<file path="config.mk">
export PLATFORM = sky130hd
export DESIGN_NAME = dds_sweep_ctrl
export DESIGN_NICKNAME = d
export VERILOG_FILES = /design/src/rtl/dds_sweep_ctrl.sv
export SDC_FILE = /design/constraint.sdc
export NUM_CORES = 1
export LEC_CHECK = 0
export ABC_AREA = 1
export BUFFER_PORTS_ARGS = -buffer_cell sky130_fd_sc_hd__clkbuf_2
export CAP_MARGIN = 10
export CORE_AREA = 3 3 93 95
export CTS_CLUSTER_SIZE = 25
export DETAILED_ROUTE_END_ITERATION = 7
export DIE_AREA = 0 0 96 98
export GPL_TIMING_DRIVEN = 0
export HOLD_SLACK_MARGIN = 0.02
export PLACE_DENSITY = 0.84
export SYNTH_ARGS = -nofsm -noshare
export SYNTH_HDL_FRONTEND = slang
export SYNTH_SLANG_ARGS = --single-unit
</file>
<file path="constraint.sdc">
create_clock -name clk -period 7.75 [get_ports clk]
set_input_delay 0 -clock clk [delete_from_list [all_inputs] [get_ports clk]]
set_output_delay 0 -clock clk [all_outputs]
set_load 0.01 [all_outputs]
</file>
<file path="src/rtl/dds_sweep_ctrl.sv">
// DDS frequency-sweep sequencer: accepts a start, clears the DDS phase accumulator for one cycle, then steps f_word.
// All outputs registered, one cycle after the deciding edge; no backpressure, start is dropped unless IDLE.
module dds_sweep_ctrl (
   input  logic        clk,
   input  logic        rst,
   input  logic        start,
   input  logic        abort,
   input  logic        cfg_loop,
   input  logic [1:0]  cfg_wave_sel,
   input  logic [1:0]  cfg_wave_amp,
   input  logic [7:0]  cfg_phase,
   input  logic [7:0]  cfg_f_start,
   input  logic [7:0]  cfg_f_stop,
   input  logic [7:0]  cfg_f_step,
   input  logic [15:0] cfg_dwell,
   output logic        wave_en,
   output logic [1:0]  wave_sel,
   output logic [1:0]  wave_amp,
   output logic [7:0]  phase_init,
   output logic [7:0]  f_word,
   output logic        busy,
   output logic        step_tick,
   output logic        done
);

   typedef enum logic [1:0] {IDLE, SETTLE, RUN, DONE} state_t;

   state_t      state, state_nxt;
   logic        loop_q;
   logic [7:0]  f_start_q, f_stop_q, f_step_q;
   logic [15:0] dwell_q, dwell_cnt, dwell_cnt_nxt;
   logic [7:0]  f_word_nxt;
   logic        wave_en_nxt, busy_nxt, step_tick_nxt, done_nxt;
   logic        accept;
   logic [8:0]  f_next;
   logic        past_stop;

   // 9-bit sum: an 8-bit carry always lands above any 8-bit stop word
   assign f_next    = {1'b0, f_word} + {1'b0, f_step_q};
   assign past_stop = f_next > {1'b0, f_stop_q};
   assign accept    = (state == IDLE) && start && !abort;

   always_ff @(posedge clk) begin
      if (rst) state <= IDLE;
      else     state <= state_nxt;
   end

   always_comb begin
      state_nxt     = state;
      f_word_nxt    = f_word;
      dwell_cnt_nxt = dwell_cnt;
      wave_en_nxt   = 1'b0;
      busy_nxt      = 1'b0;
      step_tick_nxt = 1'b0;
      done_nxt      = 1'b0;
      case (state)
         IDLE: begin
            if (accept) begin
               state_nxt     = SETTLE;
               f_word_nxt    = cfg_f_start;
               dwell_cnt_nxt = cfg_dwell;
               busy_nxt      = 1'b1;
            end
         end
         SETTLE: begin
            if (abort) begin
               state_nxt = IDLE;
            end else begin
               state_nxt   = RUN;
               wave_en_nxt = 1'b1;
               busy_nxt    = 1'b1;
            end
         end
         RUN: begin
            if (abort) begin
               state_nxt = IDLE;
            end else begin
               wave_en_nxt = 1'b1;
               busy_nxt    = 1'b1;
               if (dwell_cnt != 16'd0) begin
                  dwell_cnt_nxt = dwell_cnt - 16'd1;
               end else if (!past_stop) begin
                  f_word_nxt    = f_next[7:0];
                  step_tick_nxt = 1'b1;
                  dwell_cnt_nxt = dwell_q;
               end else if (loop_q) begin
                  f_word_nxt    = f_start_q;
                  step_tick_nxt = 1'b1;
                  dwell_cnt_nxt = dwell_q;
               end else begin
                  state_nxt   = DONE;
                  wave_en_nxt = 1'b0;
                  busy_nxt    = 1'b0;
                  done_nxt    = 1'b1;
               end
            end
         end
         DONE:    state_nxt = IDLE;
         default: state_nxt = IDLE;
      endcase
   end

   always_ff @(posedge clk) begin
      if (rst) begin
         wave_en    <= 1'b0;
         wave_sel   <= 2'd0;
         wave_amp   <= 2'd0;
         phase_init <= 8'd0;
         f_word     <= 8'd0;
         busy       <= 1'b0;
         step_tick  <= 1'b0;
         done       <= 1'b0;
         dwell_cnt  <= 16'd0;
         loop_q     <= 1'b0;
         f_start_q  <= 8'd0;
         f_stop_q   <= 8'd0;
         f_step_q   <= 8'd0;
         dwell_q    <= 16'd0;
      end else begin
         wave_en   <= wave_en_nxt;
         f_word    <= f_word_nxt;
         busy      <= busy_nxt;
         step_tick <= step_tick_nxt;
         done      <= done_nxt;
         dwell_cnt <= dwell_cnt_nxt;
         if (accept) begin
            wave_sel   <= cfg_wave_sel;
            wave_amp   <= cfg_wave_amp;
            phase_init <= cfg_phase;
            loop_q     <= cfg_loop;
            f_start_q  <= cfg_f_start;
            f_stop_q   <= cfg_f_stop;
            f_step_q   <= cfg_f_step;
            dwell_q    <= cfg_dwell;
         end
      end
   end

endmodule
</file>
# Word-level counts from Yosys, hierarchy flattened
# Index checks and enable logic that the tools add are counted.
# classes
reduce_logical,11
n_lt_le_gt_ge,1
eq_ne,11
muxes,28
bitwise_logic,2
addsub,2
# op_table
operator,n
$mux 16,5
$mux 8,5
$pmux 16 s2,1
$pmux 8 s2,1
$reduce_bool 16->1,1
$sub 16x1->16 const B,1
$mux 2,6
$ne 3x3->1 const B,4
$add 8x8->9,1
$gt 9x8->1,1
$pmux 2 s4,1
$reduce_and 4->1,2
$mux 1,7
$ne 2x2->1 const B,3
$reduce_and 5->1,1
$reduce_or 5->1,1
$eq 2x2->1 const B,2
$ne 4x4->1 const B,1
$reduce_or 4->1,1
$pmux 1 s3,1
$eq 2x1->1 const B,1
$logic_and 1x1->1,2
$logic_not 2->1,1
$not 1->1,2
3 further kinds,3
# totals
reg_bits,83
inputBits,57
out_inout_bits,24

# Depth between registers and ports, before layout
# depth
word_depth,6
ltp_mapped,25
mapped_depth_nobuf,24

# Least setup slack after synthesis
# Ideal clock, no wire load.
# synth_path
path_kind,register to register
start,register f_word[0]
end,register f_word[0]
required_time_ns,7.637
stages_incl_launch_ff,22
slack_ns,4.764
n_path_buf,1
arrival_ns,2.873
setup_time_ns,0.113
path_cell_list,dfxtp_1 > ha_1 > fa_1 > nand3_1 > nand2_2 > nand2_2 > nand2_2 > xor2_1 > inv_1 > ha_1 > a21o_1 > a21oi_1 > nand2_1 > nand2_1 > nand2_1 > nand2_2 > nand2_4 > nand3_1 > nand3_2 > buf_6 > nor2_1 > nor2_1
# synth_via
elab_chain_len,6
word_cells_on_any_way,8
classes_between,add/sub (1); order compare (1); eq/ne (1); mux (4); reduce/logical (1)
# synth_lines
item,line_no,source
start: declaration,20,"output logic [7:0] f_word,"
start signal: assignment,121,f_word <= f_word_nxt;
$add 8x8->9 *,39,"assign f_next = {1'b0, f_word} + {1'b0, f_step_q};"
$gt 9x8->1,40,"assign past_stop = f_next > {1'b0, f_stop_q};"
$mux 8,82,end else if (!past_stop) begin
$mux 8,80,if (dwell_cnt != 16'd0) begin
$mux 8,75,if (abort) begin
$pmux 8 s2,56,case (state)
# Every way passes the cells marked *; elsewhere a longest branch is shown, timed or not. The select of a mux whose other input is x is not followed.
# A chain may end at the register's enable or synchronous reset.

# Worst setup path in the final report
# layout_path
start,register f_word[0]
end,register busy
# layout_via
elab_chain_len,6
# layout_lines
item,line_no,source
$add 8x8->9,39,
$gt 9x8->1,40,
$mux 1,82,
$mux 1,80,
$mux 1,75,
$pmux 1 s3,56,
end signal: assignment,122,busy <= busy_nxt;
end: declaration,21,"output logic busy,"
# No other way between the ends.

==> impl_summary.log <==
[metrics] clock tree root buffer cell: sky130_fd_sc_hd__clkbuf_8
[metrics] vertical extent of the die: around 100 µm
[metrics] outcome: finished clean
[metrics] commonest register cell after synthesis: sky130_fd_sc_hd__dfxtp_1
[metrics] unrepaired setup endpoints after global routing: false
[metrics] average routed wire per standard cell: about 15 µm
[metrics] fin. max-slew vios: 0
[metrics] Max-Slew Margin vs Limit: about three fifths
[metrics] CP dominant cell by count: sky130_fd_sc_hd__nand2_1
[metrics] post-detailed-route DRC marker count: 0
[metrics] crit end category: flop
[metrics] area growth from synthesis to final layout: 27.0%
[metrics] starting utilization of the core area: 60.8%
[metrics] commonest cells in the synthesized netlist: sky130_fd_sc_hd__nand2_1 (143), sky130_fd_sc_hd__nor2_1 (109), sky130_fd_sc_hd__inv_1 (106)
[metrics] worst vdd rail ir drop: ~140 µV
[metrics] total of cells resized after clock tree synthesis: 0
[metrics] die extent in x: around 96 µm
[metrics] diodes inserted: 0
[metrics] critical path, cell by cell: ha_1 -> fa_1 -> nand3_1 -> nand2_2 -> nand2_2 -> nand2_2 -> xor2_1 -> inv_1 -> ha_1 -> nand2_1 -> nor2_1 -> a21oi_1 -> nand2_1 -> nand2_1 -> nand2_1 -> nand2_2 -> nand2_4 -> buf_2 -> nand3_1 -> nand3_1 -> nand3_1 -> nand2_1 -> inv_1
[metrics] Post-synth EDFFs: 0
[metrics] maximum capacitance violations: 0
[metrics] number of endpoints failing setup at the final stage: 0
[metrics] final hold violations: 0
[metrics] clock buffer depth: 2
[metrics] destination of the worst hold path: wave_en
[metrics] slew of the pin with the lowest slew margin: just over 600 ps
[metrics] Reg2Reg Capture Point: busy
[metrics] maximum achievable frequency: between 0.2 and 0.3 GHz
[metrics] TritonCTS clock tree: yes
[metrics] total of flip-flops plus latches after synthesis: 83
[metrics] residual antenna-violating net count after detailed routing: 0
[metrics] worst path setup slack after routing: 4220 ps
[metrics] required time worst endpoint: between 8000 and 9000 ps
[metrics] Total Die Area: 9410 µm²
[metrics] final weighted congestion of routability-driven global placement: approximately 0.94
[metrics] synthesized net count: about 800
[metrics] post-CTS setup-driven buffer insertion count: 0
[metrics] total I/O pin count: 81
[metrics] number of input and output port buffers inserted: 80
[metrics] final-stage net count: about 950
[metrics] number of warnings reported in the yosys synthesis log: 0
[metrics] Yosys top cell by area: sky130_fd_sc_hd__dfxtp_1
[metrics] first-pass GRT wire length: 23600 µm
[metrics] Num CTS Buffers: 9
[metrics] startpoint of the lowest-slack register-to-register path: f_word[0]
[metrics] Hold Crit Start: abort
[metrics] count of mapped cells out of synthesis: ~720
[metrics] leak pwr: 0.00309 µW
[metrics] type of origin of the critical path: flop
[metrics] uppermost metal layer occupied by signal nets: met4
[metrics] wire length on met3: 1320 µm
[metrics] maximum number of pins on one net before global-route repair: 16
[metrics] overall routed net length: between 10000 and 15000 µm
[metrics] share of cells above drive strength 1: a little over an eighth
[metrics] total routing usage reported by global routing: 31.3%
[metrics] PwrDens: 246 nW/µm²
[metrics] Detail Placement HPWL: around 9700 µm
[metrics] via count of the first global-routing pass: 5096
[metrics] summed instance area of the synthesized netlist: approximately 4700 µm²
[metrics] Post-Route Hold Slack: around 65 ps
[metrics] top-area cell type share of the netlist area: between 30% and 40%
[metrics] met2 routed wirelength: 6580 µm
[metrics] Metal-1 WL: between 6000 and 7000 µm
[metrics] R2R Setup Slk: roughly 4200 ps
[metrics] Hold Crit Depth: 4
[metrics] TNS Setup: 0 ps
[metrics] Initial DRC Count: between 300 and 400
[metrics] number of placement rows: 32
[metrics] class of the tightest hold or removal check: in2reg
[metrics] vias per cell: about 5.4
[metrics] origin of the worst setup path: f_word[0]
[metrics] number of antenna violations at the first check in global routing: 0
[metrics] fin crit share: a little under half
[metrics] longest individual stage delay on the worst path: 420 ps
[metrics] dpl cell area: ~5300 µm²
[metrics] number of distinct library cells after synthesis: 35
[metrics] Worst path slowest cell: sky130_fd_sc_hd__fa_1
[metrics] critical setup path kind: reg2reg
[metrics] synthesized area per cell: around 6.6 µm²
[metrics] Max H-tree Level: 3
[metrics] Worst Skew: about 19 ps
[metrics] TritonRoute pass-1 iters: 5
[metrics] Util after Layout: 77.1%
[metrics] clk sink count: a little over 80
[metrics] library cell with the highest instance count after synthesis: sky130_fd_sc_hd__nand2_1
[metrics] clock slew at the register clock pins of the worst setup and hold paths: around 80 ps
[metrics] main area contributors after synthesis: sky130_fd_sc_hd__dfxtp_1 (35%), sky130_fd_sc_hd__nand2_1 (11%), sky130_fd_sc_hd__nor2_1 (8.6%), sky130_fd_sc_hd__inv_1 (8.4%), sky130_fd_sc_hd__o21ai_0 (7.8%)
[metrics] worst slack at placement: around 4300 ps
[metrics] remaining global-route overflow: 0
[metrics] Async S/R FF share, synth: 0%
[metrics] proportion of synthesized chip area in sequential cells: approximately a third
[metrics] Skew-Pair Late Insertion Delay: about 380 ps
[metrics] minimum clock period after layout: roughly 3500 ps
[metrics] Worst Reg-to-Reg Cells: 23
[metrics] Worst Path Max Fanout: 10
[metrics] Placeable Area: 7810 µm²
[metrics] Finished Cell Area: roughly 6000 µm²
[metrics] count of vias placed by the detailed router: roughly 5300
[metrics] crit path DAT: ~3800 ps
cell families (layout without fill, tap and decap cells):
| group | Yosys count | in the layout | share of synthesized area (%) |
|---|---|---|---|
| xor gates and xnor gates | 8 | 8 | 1.48 |
| AOI/OAI and AO/OA | 136 | 136 | 15.5 |
| DFF | 83 | 83 | 35.0 |
| buffers and inverters | 138 | 288 | 11.4 |
| and+or+nand+nor | 335 | 335 | 30.4 |
| adders and majority gates | 23 | 23 | 6.23 |
per-stage QoR:
step                      total power [µW]  cells
after floorplan                        954    723
after global routing                  1570    975
final                                 1480    975
after detailed placement              1110    905
after global placement                1090    905
after CTS                             1460    975
power by group:
part,switching (µW),leakage [µW],total [µW],internal (µW)
clock,176,0.000103,337,161
combinational,398,0.00230,619,221
sequential,39.8,0.000684,523,483
sequential cells by signal (all words and copies together), names as in the netlist, 8 cells and up:
signal      flops
dwell_cnt      16
dwell_q        16
f_start_q       8
f_step_q        8
f_stop_q        8
f_word          8
phase_init      8
how the worst max path moves through the flow:
stage / end
6_report: busy
2_1_floorplan: f_word[0]
3_5_place_dp: busy
4_1_cts: busy
5_1_grt: busy
3_3_place_gp: busy
metal layers:
layer | GRT usage [%] | up-vias
met5 | 0 | -
met4 | 9.85 | 0
met3 | 6.86 | 30
met2 | 50.2 | 273
met1 | 41.5 | 2360
li1 | - | 2589
cells in the final DEF, fill, tap and decap left out, types with 2 or more instances in the layout:
cell type,instances
sky130_fd_sc_hd__nand2_1,143
sky130_fd_sc_hd__nor2_1,109
sky130_fd_sc_hd__inv_1,106
sky130_fd_sc_hd__dfxtp_1,83
sky130_fd_sc_hd__clkbuf_2,80
sky130_fd_sc_hd__o21ai_0,74
sky130_fd_sc_hd__dlygate4sd3_1,54
sky130_fd_sc_hd__nand3_1,46
sky130_fd_sc_hd__a21oi_1,46
sky130_fd_sc_hd__ha_1,22
sky130_fd_sc_hd__clkbuf_1,21
sky130_fd_sc_hd__nand4_1,19
sky130_fd_sc_hd__clkbuf_8,10
sky130_fd_sc_hd__xor2_1,7
sky130_fd_sc_hd__nand2_2,5
sky130_fd_sc_hd__buf_1,4
sky130_fd_sc_hd__a21boi_1,4
sky130_fd_sc_hd__nor2_2,3
sky130_fd_sc_hd__buf_2,3
sky130_fd_sc_hd__nor3_1,3
sky130_fd_sc_hd__a21boi_0,3
sky130_fd_sc_hd__a21o_1,2
sky130_fd_sc_hd__o21bai_1,2
sky130_fd_sc_hd__buf_6,2
sky130_fd_sc_hd__nand3_4,2
sky130_fd_sc_hd__a22oi_1,2
sky130_fd_sc_hd__clkinv_4,2
sky130_fd_sc_hd__inv_6,2
worst max-delay path, delay by kind of cell, from the launching register on:
kind            cells  cell delay [ps]
simple gates       15             1420
fa+ha+maj           3              970
buf+inv             3              370
flops               1              330
xor+xnor            1              250
compound gates      1               90
layout make-up:
type	instances	area (µm²)
sequential	83	1660
buffer	31	139
clock buffer	10	138
fill	589	1790
inverter	107	402
timing repair buffer	134	941
multi-input combinational	502	2540
tap	102	128
clock inverter	6	72.6
timing repair:
item	in CTS	in global routing
hold buffers	54	0
endpoints found under the setup margin	0	0
endpoints found under the hold margin	64	0
Note: power is estimated with default switching activity, not from simulation.
